**config.mk**
```make
export PLATFORM = sky130hd
export DESIGN_NAME = btn_pulse_gen
export DESIGN_NICKNAME = d
export VERILOG_FILES = /design/src/rtl/btn_pulse_pkg.sv /design/src/rtl/debounce_channel.sv /design/src/rtl/btn_pulse_gen.sv
export SDC_FILE = /design/constraint.sdc
export NUM_CORES = 1
export LEC_CHECK = 0
export BUFFER_PORTS_ARGS = -buffer_cell sky130_fd_sc_hd__buf_2
export CAP_MARGIN = 25
export CORE_UTILIZATION = 40
export CTS_CLUSTER_SIZE = 8
export DETAILED_ROUTE_END_ITERATION = 10
export HOLD_SLACK_MARGIN = 0.06
export PLACE_DENSITY_LB_ADDON = 0.05
export SLEW_MARGIN = 20
export SYNTH_ARGS = -nofsm -noshare
export SYNTH_HDL_FRONTEND = slang
export SYNTH_SLANG_ARGS = --single-unit
```
**constraint.sdc**
```tcl
create_clock -name clk -period 2.9 [get_ports clk]
set_clock_uncertainty 0.1 [all_clocks]
set_input_delay 0 -clock clk [delete_from_list [all_inputs] [get_ports clk]]
set_output_delay 0 -clock clk [all_outputs]
set_load 0.05 [all_outputs]
```
**src/rtl/btn_pulse_pkg.sv**
```systemverilog
// Shared definitions for the stopwatch button front end.
//   chan_state_e          : 2-bit channel FSM encoding
//                           (RELEASED=0, PRESS_WAIT=1, PRESSED=2, RELEASE_WAIT=3)
//   DebounceCyclesDefault : default debounce length (1 ms at 100 MHz)
package btn_pulse_pkg;

  localparam int unsigned DebounceCyclesDefault = 100000;

  typedef enum logic [1:0] {
    Released    = 2'd0,
    PressWait   = 2'd1,
    Pressed     = 2'd2,
    ReleaseWait = 2'd3
  } chan_state_e;

endpackage

```
**src/rtl/debounce_channel.sv**
```systemverilog
// One button channel: synchronizer chain, debounce FSM and counter.
// Ports:
//   clk     in  system clock
//   reset   in  synchronous active-high reset
//   btn_raw in  asynchronous raw button level, active-high
//   accept  out combinational, high on the edge a press is qualified
//   level   out debounced level, 1 in PRESSED or RELEASE_WAIT
module debounce_channel
  import btn_pulse_pkg::*;
#(
  parameter int unsigned DEBOUNCE_CYCLES = DebounceCyclesDefault,
  parameter int unsigned CNT_W           = 17,
  parameter int unsigned SYNC_STAGES     = 2
) (
  input  logic clk,
  input  logic reset,
  input  logic btn_raw,
  output logic accept,
  output logic level
);

  localparam logic [CNT_W-1:0] CntLast = CNT_W'(DEBOUNCE_CYCLES - 1);
  localparam logic [CNT_W-1:0] CntMax  = '1;

  logic [SYNC_STAGES-1:0] sync_q;
  logic                   sync_bit;
  chan_state_e            state_q, state_d;
  logic [CNT_W-1:0]       cnt_q, cnt_d, cnt_inc;

  always_ff @(posedge clk) begin
    if (reset) begin
      sync_q <= '0;
    end else begin
      sync_q <= {sync_q[SYNC_STAGES-2:0], btn_raw};
    end
  end

  assign sync_bit = sync_q[SYNC_STAGES-1];

  // Saturating increment; in practice the counter is cleared on every state
  // change so it never reaches the top.
  assign cnt_inc = (cnt_q == CntMax) ? cnt_q : cnt_q + CNT_W'(1);

  always_comb begin
    state_d = state_q;
    cnt_d   = cnt_q;
    accept  = 1'b0;
    unique case (state_q)
      Released: begin
        if (sync_bit) begin
          state_d = PressWait;
          cnt_d   = '0;
        end
      end
      PressWait: begin
        if (!sync_bit) begin
          state_d = Released;
          cnt_d   = '0;
        end else if (cnt_q == CntLast) begin
          state_d = Pressed;
          cnt_d   = '0;
          accept  = 1'b1;
        end else begin
          cnt_d = cnt_inc;
        end
      end
      Pressed: begin
        if (!sync_bit) begin
          state_d = ReleaseWait;
          cnt_d   = '0;
        end
      end
      ReleaseWait: begin
        if (sync_bit) begin
          // Bounce during release: back to held, no new pulse.
          state_d = Pressed;
          cnt_d   = '0;
        end else if (cnt_q == CntLast) begin
          state_d = Released;
          cnt_d   = '0;
        end else begin
          cnt_d = cnt_inc;
        end
      end
    endcase
  end

  // Restart in PRESSED so a button held through reset must be released first.
  always_ff @(posedge clk) begin
    if (reset) begin
      state_q <= Pressed;
      cnt_q   <= '0;
    end else begin
      state_q <= state_d;
      cnt_q   <= cnt_d;
    end
  end

  assign level = (state_q == Pressed) || (state_q == ReleaseWait);

endmodule

```
**src/rtl/btn_pulse_gen.sv**
```systemverilog
// Stopwatch button front end: debounces the trig and split buttons and emits
// one registered single-cycle strobe per qualified press.
// Ports:
//   clk           in  system clock
//   reset         in  synchronous active-high reset
//   btn_trig_raw  in  raw start/stop button
//   btn_split_raw in  raw split/clear button
//   trig          out one-cycle strobe per accepted trig press
//   split         out one-cycle strobe per accepted split press
//   btn_level     out debounced levels, [1]=split, [0]=trig
module btn_pulse_gen
  import btn_pulse_pkg::*;
#(
  parameter int unsigned DEBOUNCE_CYCLES = DebounceCyclesDefault,
  parameter int unsigned CNT_W           = 17,
  parameter int unsigned SYNC_STAGES     = 2
) (
  input  logic       clk,
  input  logic       reset,
  input  logic       btn_trig_raw,
  input  logic       btn_split_raw,
  output logic       trig,
  output logic       split,
  output logic [1:0] btn_level
);

  logic acc_trig, acc_split;
  logic lvl_trig, lvl_split;
  logic trig_q, trig_d;
  logic split_q, split_d;
  logic pending_q, pending_d;

  debounce_channel #(
    .DEBOUNCE_CYCLES(DEBOUNCE_CYCLES),
    .CNT_W          (CNT_W),
    .SYNC_STAGES    (SYNC_STAGES)
  ) u_trig_ch (
    .clk    (clk),
    .reset  (reset),
    .btn_raw(btn_trig_raw),
    .accept (acc_trig),
    .level  (lvl_trig)
  );

  debounce_channel #(
    .DEBOUNCE_CYCLES(DEBOUNCE_CYCLES),
    .CNT_W          (CNT_W),
    .SYNC_STAGES    (SYNC_STAGES)
  ) u_split_ch (
    .clk    (clk),
    .reset  (reset),
    .btn_raw(btn_split_raw),
    .accept (acc_split),
    .level  (lvl_split)
  );

  // Trig wins a same-edge tie; split is deferred one cycle via pending.
  // A split re-accept while pending is impossible for DEBOUNCE_CYCLES >= 2.
  always_comb begin
    trig_d    = acc_trig;
    split_d   = pending_q | (acc_split & ~acc_trig);
    pending_d = acc_split & acc_trig;
  end

  always_ff @(posedge clk) begin
    if (reset) begin
      trig_q    <= 1'b0;
      split_q   <= 1'b0;
      pending_q <= 1'b0;
    end else begin
      trig_q    <= trig_d;
      split_q   <= split_d;
      pending_q <= pending_d;
    end
  end

  assign trig      = trig_q;
  assign split     = split_q;
  assign btn_level = {lvl_split, lvl_trig};

endmodule

```
After elaboration in Yosys (flattened, before gate mapping)
Index checks and enable logic that the tools add are counted.
{"block": "totals", "reg_bits": 45, "latchBits": 0, "mem_bits_rw": 0, "romBits": 0, "elab_cells": 75, "mem_count": 0}
{"block": "classes", "addsub": 2, "n_mul": 0, "div": 0, "magnitude_cmp": 0, "eq_ne": 18, "shifts": 0, "muxes": 34, "bitwise": 4, "reduce_logical": 8}
{"cell": "two-way mux 17 bit", "n": 12}
{"cell": "one-hot mux 17 bit (4 select lines)", "n": 2}
{"cell": "== test 17 bit, second input constant", "n": 4}
{"cell": "adder 17 x 1 -> 17 bit, second input constant", "n": 2}
{"cell": "two-way mux 2 bit", "n": 12}
{"cell": "one-hot mux 2 bit (4 select lines)", "n": 2}
{"cell": "== test 2 bit, second input constant", "n": 4}
{"cell": "AND reduction 4 bit", "n": 2}
{"cell": "two-way mux 1 bit", "n": 6}
{"cell": "!= test 3 x 1 -> 1 bit, second input constant", "n": 2}
{"cell": "!= test 3 bit, second input constant", "n": 2}
{"cell": "== test 2 x 1 -> 1 bit, second input constant", "n": 2}
{"cell": "zero test 2 bit", "n": 2}
{"cell": "!= test 2 x 1 -> 1 bit, second input constant", "n": 2}
{"cell": "!= test 2 bit, second input constant", "n": 2}
{"cell": "AND reduction 2 bit", "n": 2}
{"cell": "AND 1 bit", "n": 2}
{"cell": "logical OR 1 bit", "n": 2}
{"cell": "inverter 1 bit", "n": 1}
{"cell": "bitwise OR 1 bit", "n": 1}

Longest topological paths before layout
Gate-level depths: netlist (run 1).
{"block": "logic_depth", "word_depth": 7, "mapped_depth": 8, "mapped_depth_nobuf": 6}

Cells and area by module
From an unflattened synthesis (run 1), not the netlist that was laid out.
{"block": "hier_totals", "hier_cells": 300, "area_unflattened_um2": 2429.8}
{"module": "debounce_channel", "instances": 2, "cells_per_inst": 145, "area_per_inst_um2": 1159.9, "seq_area_each_um2": 420.4}
{"module": "btn_pulse_gen", "instances": 1, "cells_per_inst": 10, "area_per_inst_um2": 110.1, "seq_area_each_um2": 60.1}

Least setup slack after synthesis (run 1)
No wires, ideal clock.
{"block": "synth_timing", "path_kind": "reg2reg", "from": "register u_split_ch.cnt_q[0]", "to": "register u_split_ch.cnt_q[8]", "setup_ns": 0.129, "arrival_ns": 1.713, "path_slack_ns": 0.958, "path_stages_with_launch": 9, "n_path_buf": 2, "synth_period_minus_slack_ns": 1.942, "cell_sequence": "dfxtp_1 ha_1 buf_2 nand3_1 nor4_2 a211oi_4 buf_2 o211ai_1 o211ai_1"}
{"block": "synth_via", "elab_chain_cells": 5}
{"item": "from (decl)", "line_no": "debounce_channel.sv:28", "source": "logic [CNT_W-1:0] cnt_q, cnt_d, cnt_inc;"}
{"item": "from (signal assigned)", "line_no": "debounce_channel.sv:95", "source": "cnt_q <= cnt_d;"}
{"item": "adder 17 x 1 -> 17 bit / == test 17 bit (equally long branches)", "line_no": "debounce_channel.sv:42", "source": "assign cnt_inc = (cnt_q == CntMax) ? cnt_q : cnt_q + CNT_W'(1);"}
{"item": "two-way mux 17 bit", "line_no": "debounce_channel.sv:42"}
{"item": "two-way mux 17 bit *", "line_no": "debounce_channel.sv:59, debounce_channel.sv:78"}
{"item": "two-way mux 17 bit (on tied branches)", "line_no": "debounce_channel.sv:74, debounce_channel.sv:56"}
{"item": "one-hot mux 17 bit (4 select lines) *", "line_no": "debounce_channel.sv:48", "source": "unique case (state_q)"}
Every way passes the cells marked *; elsewhere a longest branch is shown, timed or not.
A chain may end at the register's enable or synchronous reset.

Worst setup path in the final report (run 1)
{"block": "layout_timing", "from": "register u_split_ch.cnt_q[0]", "to": "register u_split_ch.cnt_q[0]"}
Same word-level chain as after synthesis.

==> summary.txt, run 1 <==
Outcome
  • Outcome: finished, final reports clean

Yosys
  • Number of flops mapped to enable cells by yosys: 0
  • Syn Nets: 302
  • FFs w/ async S/R, synth: 0%
  • Synth cell types: 52
  • Synthesized area: approximately 2500 sq um
  • Cells after synthesis: 296
  • Syn Area/Cell: roughly 8.3 sq um
  • Yosys warning count: 0
  • Synth Register Bits: 45
  • Sequential-to-total area share from yosys stat: between 30% and 40%
  • Prevailing post-synth register cell: dfxtp_1

Clock network
  • Cts bufs inserted: 5
  • CTS tree: built
  • CTS HTree Levels: 2
  • Root buf cell: clkbuf_8
  • CTS Buffer Depth: 2
  • Hold Buf Count CTS: 5
  • Clock Latency Late Sink: 0.31 ns
  • Clock Sinks: 45
  • Setup bufs post-CTS: 0
  • Register clock-pin slew on the reported worst setup and hold paths: 0.08 ns
  • Post-CTS sizing: 0

Power and ir drop
  • Pwr Density: between 400 and 500 nW/um^2
  • Peak supply drop: ~0.00019 V
  • Leak: 0.878 nW

Worst setup path
  • Data required time of the worst path: around 3.0 ns
  • CP Class: flop to flop
  • Crit-path max FO: 21
  • Crit path DAT: 2.33 ns
  • CP startpoint kind: flop
  • CP Capture Type: flop

Die
  • CORE AREA: between 5000 and 6000 sq um
  • Initial core utilization: approximately two fifths
  • Die width: about 80 microns
  • Die Area: 6470 sq um
  • Ports: 8
  • Die Y: between 80 and 90 microns
  • Rows: 28

Routing
  • DRC: 0
  • DR pass1 iterations: 4
  • DR vias: roughly 2200
  • Vias per inst: roughly 5.8
  • Per-cell routed wire length: approximately 15 microns
  • Drt total wl: approximately 5600 microns
  • Initial drt markers: roughly 140
  • Antenna Nets Post-Route: 0

Finish
  • Core Util, Final: between 40% and 50%
  • Share of layout cells above drive strength 1: under 10%
  • Commonest non-fill, non-tap cell in the layout: dfxtp_1
  • Inserted Diodes: 0
  • Final net count: a little over 300
  • Layout overhead on the synthesized area: 8.65%
  • Final instance area: 2670 sq um
  • Fill count: between 500 and 600
  • Most frequent cells in the layout: dfxtp_1, nand2_1, a21oi_1

Timing
  • Final setup margin: around 0.66 ns
  • Slew Viols, Final: 0
  • Fmax: approximately 450 MHz
  • Slew Limit Headroom: ~52%
  • Final hold viol count: 0
  • Setup tns final: 0 ns
  • Final hold slack: roughly 0.35 ns
  • Setup Viol. Count Final: 0
  • Tcrit/Tclk final: a little under 80%
  • Minimum clock period: 2.24 ns
  • Worst-Margin Slew: 0.719 ns
  • RSZ-0062 raised after global routing: no

Run
  • Max-cap violations: 0

Place
  • Port Buffers: 7
  • Routability cong.: approximately 0.82
  • Dpl ws: 0.468 ns
  • HPWL Detailed: 3930 microns
  • Post-DP Area: about 2500 sq um

GRT
  • First-pass GRT wire length: around 9300 microns
  • Largest net degree at the start of global routing: 27
  • Congestion Overflow GR: 0
  • Antenna violations before repair: 0
  • Gr usage total: about a fifth
  • Vias in the first global route: roughly 1800

Min path
  • Type of the worst min-delay path: flop to flop
## power by group
| part | switching (mW) | internal (mW) |
|---|---|---|
| Clock | 0.224 | 0.171 |
| Sequential | 0.0133 | 0.632 |
| Combinational | 0.0470 | 0.0354 |
## registers in the layout, indices dropped and copies added (netlist names), 2 cells and up, named ones only
register,flops
u_split_ch.cnt_q,17
u_trig_ch.cnt_q,17
u_split_ch.sync_q,2
u_trig_ch.sync_q,2
## cell type report
class	instances	area [sq um]	share of cell area [%]
multi-input cells	227	1450	54.1
well taps	75	93.8	3.51
repair buffers	16	123	4.59
clock inverters	1	7.51	0.281
inverters	7	26.3	0.983
clock buffers	7	76.3	2.86
flip-flops and latches	45	901	33.7
## path summary, 6_finish.rpt
path,start,end,slack [ns],cells after the start
max,u_split_ch.cnt_q[0],u_split_ch.cnt_q[0],0.66,7
min,u_trig_ch.sync_q[0],u_trig_ch.sync_q[1],0.35,1
max reg2reg,u_split_ch.cnt_q[0],u_split_ch.cnt_q[0],0.66,7
min reg2reg,u_trig_ch.sync_q[0],u_trig_ch.sync_q[1],0.35,1
## critical path, stage by stage, from the launching register on
cell	delay, ns
dfxtp_1	0.39
ha_1	0.35
nand3_1	0.18
nor4_2	0.45
a211oi_4	0.17
buf_8	0.19
a31oi_1	0.18
mux2i_1	0.10
## cell usage after synthesis, types with 3 or more instances
cell	instances	share of area (%)
inv_1	7	1.1
nor2_1	8	1.2
and4_1	6	2.1
nor2b_1	6	1.5
nor3_1	11	2.2
clkbuf_1	5	0.76
nand4_1	13	3.3
buf_4	3	0.92
nand2_1	33	5.0
a21oi_1	29	5.9
and2_1	7	1.8
or3b_1	3	1.1
and3_1	5	1.3
a31oi_1	19	4.8
o211ai_1	3	0.92
o21ai_0	8	1.6
dfxtp_1	45	37
buf_2	8	1.6
nand3_1	28	5.7
mux2i_1	7	2.8
## through the flow
stage,power [mW],cells
5_1_grt,1.18,378
4_1_cts,1.14,377
6_report,1.12,378
3_5_place_dp,0.735,364
3_3_place_gp,0.734,364
2_1_floorplan,0.717,296
## metal layers
layer  vias up  routed length, microns  track usage (%)
met5         -                       0                0
met4         0                      80             6.07
met3         8                     284             4.66
met2        49                    2210             24.7
met1       991                    3000             29.0
li1       1131                       -                -
## kinds of logic (layout without fill, tap and decap cells)
| family | Yosys count | in the layout | share of synthesized area, % |
|---|---|---|---|
| AOI/OAI and AO/OA | 75 | 75 | 19.2 |
| xor gates and xnor gates | 2 | 2 | 0.712 |
| adders and majority gates | 2 | 2 | 1.02 |
| buffers and inverters | 24 | 31 | 4.83 |
| DFF | 45 | 45 | 36.6 |
| muxes | 7 | 7 | 2.85 |
| and+or+nand+nor | 141 | 141 | 34.8 |
No activity file was read; power rests on OpenSTA's default activity.
==> run 2, diff against run 1 <==
==> constraint.sdc (replaced) <==
create_clock -name clk -period 2.22 [get_ports clk]
set_clock_uncertainty 0.1 [all_clocks]
set_input_delay 0 -clock clk [delete_from_list [all_inputs] [get_ports clk]]
set_output_delay 0 -clock clk [all_outputs]
set_load 0.05 [all_outputs]
==> summary.txt, run 2 (synthesis results as in run 1) <==
Routing
  • DRC: 0
  • DR pass1 iterations: 4
  • Vias per inst: around 5.7
  • Initial drt markers: 150
  • Antenna Nets Post-Route: 0
  • DR vias: roughly 2300
  • Per-cell routed wire length: around 15 microns
  • Drt total wl: between 6000 and 7000 microns

Worst setup path
  • Critical Path Max Stage Delay: ~0.39 ns
  • Cells along the critical path: ha_1 > nand3_2 > nor4_4 > a211oi_2 > buf_4 > a21o_1 > a32o_1
  • Data required time of the worst path: approximately 2.3 ns
  • CP Buf/Inv Count: 1
  • CP Class: flop to flop
  • Crit-path max FO: 10
  • CP Capture Type: flop
  • CP startpoint kind: flop
  • Crit path max-delay cell type: dfxtp_1
  • Crit path DAT: around 2.2 ns
  • Family with the most delay on the worst path: simple AND/OR/NAND/NOR gates

Clock network
  • Root buf cell: clkbuf_8
  • Clock Latency Late Sink: a little over 0.3 ns
  • CTS Buffer Depth: 2
  • Register clock-pin slew on the reported worst setup and hold paths: approximately 0.1 ns
  • Cts bufs inserted: 5
  • Clock Sinks: 45
  • CTS tree: built
  • CTS HTree Levels: 2
  • Setup bufs post-CTS: 0

Power and ir drop
  • Combinational share of power: under 10%
  • Sw Share: 25.2%
  • Tot Pwr: around 1.6 mW
  • Pwr Density: between 500 and 600 nW/um^2
  • Psw: 409 uW
  • Leak: 1.04 nW
  • P_int: approximately 1.2 mW
  • Sequential share of power: around half
  • Peak supply drop: approximately 0.00026 V
  • Clk pwr share: roughly two fifths

Finish
  • Inserted Diodes: 0
  • Share of layout cells above drive strength 1: approximately a fifth
  • Core Util, Final: about half
  • Commonest non-fill, non-tap cell in the layout: dfxtp_1
  • Final instance area: a little under 3000 sq um
  • Fill count: 564
  • Most frequent cells in the layout: dfxtp_1, nand2_1, buf_4
  • Top flop regs: u_split_ch.cnt_q: 17 flops, u_trig_ch.cnt_q: 17 flops
  • Final net count: around 340
  • Non-Filler Instances: 407
  • Layout overhead on the synthesized area: 19.5%

Place
  • Post-DP Area: about 2700 sq um
  • HPWL Detailed: roughly 4200 microns
  • Routability cong.: approximately 0.83
  • Port Buffers: 7
  • Cell total after placement: between 300 and 400

Die
  • Die width: slightly above 80 microns
  • Rows: 28
  • Die Area: ~6500 sq um
  • Initial core utilization: between 40 and 50%
  • CORE AREA: 5920 sq um
  • Die Y: 80.4 microns
  • Ports: 8

GRT
  • First-pass GRT wire length: roughly 10000 microns
  • Vias in the first global route: about 2000
  • Largest net degree at the start of global routing: 21
  • Antenna violations before repair: 0
  • Gr usage total: between 20% and 30%
  • Congestion Overflow GR: 0

Run
  • Max-cap violations: 0

Timing
  • Slew Viols, Final: 0
  • Setup Viol. Count Final: 0
  • Tcrit/Tclk final: between 90 and 100%
  • Slew Limit Headroom: between 50% and 60%
  • Worst-Margin Slew: ~0.71 ns
  • RSZ-0062 raised after global routing: no
  • Fmax: slightly below 500 MHz
  • Setup tns final: 0 ns
  • Final hold viol count: 0
  • Minimum clock period: 2.05 ns

Min path
  • Type of the worst min-delay path: flop to flop

Outcome
  • Outcome: finished, final reports clean
## run 2: path summary, 6_finish.rpt
kind / startpoint / to / slack, ns / depth (start not counted)
hold / removal: u_split_ch.sync_q[0] / u_split_ch.sync_q[1] / 0.35 / 1
setup reg to reg: u_trig_ch.cnt_q[0] / u_trig_ch.cnt_q[1] / 0.17 / 7
hold reg to reg: u_split_ch.sync_q[0] / u_split_ch.sync_q[1] / 0.35 / 1
setup / recovery: u_trig_ch.cnt_q[0] / u_trig_ch.cnt_q[1] / 0.17 / 7
## run 2: worst register-to-register path, stage by stage, from the launching register on
cell and delay, ns:
dfxtp_1 0.39, ha_1 0.25, nand3_2 0.17, nor4_4 0.34, a211oi_2 0.15, buf_4 0.20, a21o_1 0.16, a32o_1 0.19
## run 2: through the flow
stage               worst slack (ns)  hold slack [ns]
floorplan                      0.278           0.0282
global placement             -0.0104            0.113
detailed placement           -0.0668            0.120
CTS                           0.0366            0.353
global route                0.000740            0.372
finish                         0.172            0.347
## run 2: area by class of cell
class / instances / area (sq um) / share of cell area, %
clock inverter: 3 / 46.3 / 1.57
tap: 75 / 93.8 / 3.19
inverter: 7 / 26.3 / 0.894
multi-input combinational: 228 / 1480 / 50.3
timing repair buffer: 44 / 325 / 11.1
sequential: 45 / 901 / 30.6
clock buffer: 5 / 68.8 / 2.34
## run 2: repair_timing
action                                  CTS  global route
pin swaps                                 1             1
endpoints found under the setup margin    7            17
cloned                                    1             0
endpoints found under the hold margin     6             0
resized for setup                         0             3
hold buffers                              5             0
## run 2: per-layer routing
metal | global-route usage, % | wire (microns) | vias up
met5 | 0 | 0 | -
met4 | 6.43 | 108 | 0
met3 | 4.43 | 242 | 10
met2 | 28.6 | 2590 | 46
met1 | 30.5 | 3310 | 1087
li1 | - | - | 1192
## run 2: power by group through the flow
stage,clock network (mW),logic [mW],registers (mW)
2_1_floorplan,0,0.0781,0.858
3_3_place_gp,0,0.107,0.861
3_5_place_dp,0,0.108,0.861
4_1_cts,0.672,0.117,0.842
5_1_grt,0.704,0.134,0.846
6_report,0.661,0.120,0.842
==> run 3, diff against run 2 <==
--- a/config.mk
+++ b/config.mk
@@ -7,7 +7,9 @@
 export LEC_CHECK = 0
 export BUFFER_PORTS_ARGS = -buffer_cell sky130_fd_sc_hd__buf_2
 export CAP_MARGIN = 25
-export CORE_UTILIZATION = 40
+export CELL_PAD_IN_SITES_DETAIL_PLACEMENT = 0
+export CELL_PAD_IN_SITES_GLOBAL_PLACEMENT = 2
+export CORE_UTILIZATION = 38
 export CTS_CLUSTER_SIZE = 8
 export DETAILED_ROUTE_END_ITERATION = 10
 export HOLD_SLACK_MARGIN = 0.06
==> summary.txt, run 3 (synthesis results as in run 1) <==
Worst setup path
  • Reg-to-Reg End: u_trig_ch.cnt_q[10]
  • Crit path max-delay cell type: dfxtp_1
  • Data required time of the worst path: between 2 and 2.5 ns
  • CP startpoint kind: flop
  • CP Buf/Inv Count: 1
  • R2r worst-path depth: 7
  • Cells along the critical path: ha_1 > nand3_1 > nor4_4 > a21oi_1 > buf_4 > a41oi_1 > nor3_1
  • CP Capture Point: u_trig_ch.cnt_q[10]
  • Family with the most delay on the worst path: simple AND/OR/NAND/NOR gates
  • Reg2reg setup slack: 0.18 ns
  • CP Class: flop to flop
  • Crit-path max FO: 9
  • Crit path DAT: ~2.1 ns
  • Stages on the worst setup path: 7
  • Worst setup path start: u_trig_ch.cnt_q[0]
  • Critical Path Max Stage Delay: ~0.38 ns
  • Launch point of the worst reg-to-reg path: u_trig_ch.cnt_q[0]
  • CP Capture Type: flop

Run
  • Max-cap violations: 0

Die
  • Initial core utilization: 40.4%
  • Die Y: 82.5 microns
  • Rows: 28
  • Die Area: approximately 6800 sq um
  • Ports: 8
  • CORE AREA: between 6000 and 7000 sq um
  • Die width: between 80 and 90 microns

Clock network
  • Clock Latency Late Sink: 0.29 ns
  • CTS tree: built
  • Clock Sinks: 45
  • Setup bufs post-CTS: 0
  • Cts bufs inserted: 5
  • CTS Buffer Depth: 2
  • Register clock-pin slew on the reported worst setup and hold paths: approximately 0.090 ns
  • CTS HTree Levels: 2
  • Root buf cell: clkbuf_8

Place
  • Cell total after placement: 380
  • HPWL Detailed: ~4300 microns
  • Port Buffers: 7
  • Post-DP Area: 2670 sq um
  • Routability cong.: 0.816

Min path
  • Type of the worst min-delay path: flop to flop

GRT
  • Vias in the first global route: 2033
  • First-pass GRT wire length: between 9000 and 10000 microns
  • Antenna violations before repair: 0
  • Gr usage total: about a fifth
  • Congestion Overflow GR: 0
  • Largest net degree at the start of global routing: 27

Timing
  • Fmax: approximately 490 MHz
  • Minimum clock period: between 2 and 2.5 ns
  • Final hold viol count: 0
  • Setup tns final: 0 ns
  • Setup Viol. Count Final: 0
  • Worst-Margin Slew: just over 0.7 ns
  • Final hold slack: 0.344 ns
  • Tcrit/Tclk final: between 90 and 100%
  • RSZ-0062 raised after global routing: no
  • Slew Viols, Final: 0
  • Slew Limit Headroom: 52.4%

Power and ir drop
  • Pwr Density: about 530 nW/um^2
  • Tot Pwr: approximately 1.5 mW
  • Leak: a little under 1 nW
  • Peak supply drop: about 0.00037 V

Outcome
  • Outcome: finished, final reports clean

Routing
  • Vias per inst: ~5.7
  • DR vias: ~2300
  • Per-cell routed wire length: around 15 microns
  • Initial drt markers: 136
  • DRC: 0
  • Drt total wl: 5940 microns
  • Antenna Nets Post-Route: 0
  • DR pass1 iterations: 4

Finish
  • Final instance area: roughly 2800 sq um
  • Share of layout cells above drive strength 1: between 10% and 20%
  • Final net count: approximately 320
  • Non-Filler Instances: between 300 and 400
  • Commonest non-fill, non-tap cell in the layout: dfxtp_1
  • Layout overhead on the synthesized area: 15.4%
  • Inserted Diodes: 0
  • Top flop regs: u_split_ch.cnt_q: 17 flops, u_trig_ch.cnt_q: 17 flops
  • Most frequent cells in the layout: dfxtp_1, nand2_1, a21oi_1
  • Fill count: about 640
## run 3: per-stage QoR
step | util, % | worst slack (ns)
final | 46.6 | 0.182
after CTS | 46.3 | 0.112
after floorplan | - | 0.278
after global routing | 46.6 | 0.0295
after detailed placement | 43.8 | 0.137
after global placement | 43.8 | 0.158
## run 3: metal layers
layer | wire [microns] | global-route usage, %
met2 | 2430 | 26.7
met3 | 122 | 3.63
met1 | 3350 | 29.3
met4 | 33 | 3.68
met5 | 0 | 0
## run 3: timing repair
item / CTS / global route
setup endpoints to repair: 0 / 4
endpoints found under the hold margin: 7 / 0
hold buffers: 5 / 0
gates resized for setup: 0 / 2
## run 3: power by group
| part | internal (mW) | switching, mW |
|---|---|---|
| logic | 0.0524 | 0.0644 |
| clock network | 0.282 | 0.275 |
| registers | 0.826 | 0.0166 |
## run 3: worst min path at each step
stage / start / to / cells past startpoint / slack, ns
finish: u_split_ch.sync_q[0] / u_split_ch.sync_q[1] / 1 / 0.34
global route: u_trig_ch.sync_q[0] / u_trig_ch.sync_q[1] / 1 / 0.36
CTS: pending_q / split / 1 / 0.35
detailed placement: btn_split_raw / u_split_ch.sync_q[0] / 2 / 0.12
global placement: btn_split_raw / u_split_ch.sync_q[0] / 2 / 0.11
floorplan: btn_split_raw / u_split_ch.sync_q[0] / 1 / 0.03
## run 3: final cells by class
cell class                 count  area (sq um)  share of cell area, %
clock inverter                 1          5.00                  0.176
inverter                       7          26.3                  0.926
multi-input combinational    227          1460                   51.5
clock buffer                   7          96.3                   3.40
sequential                    45           901                   31.7
timing repair buffer          31           253                   8.91
tap                           75          93.8                   3.31
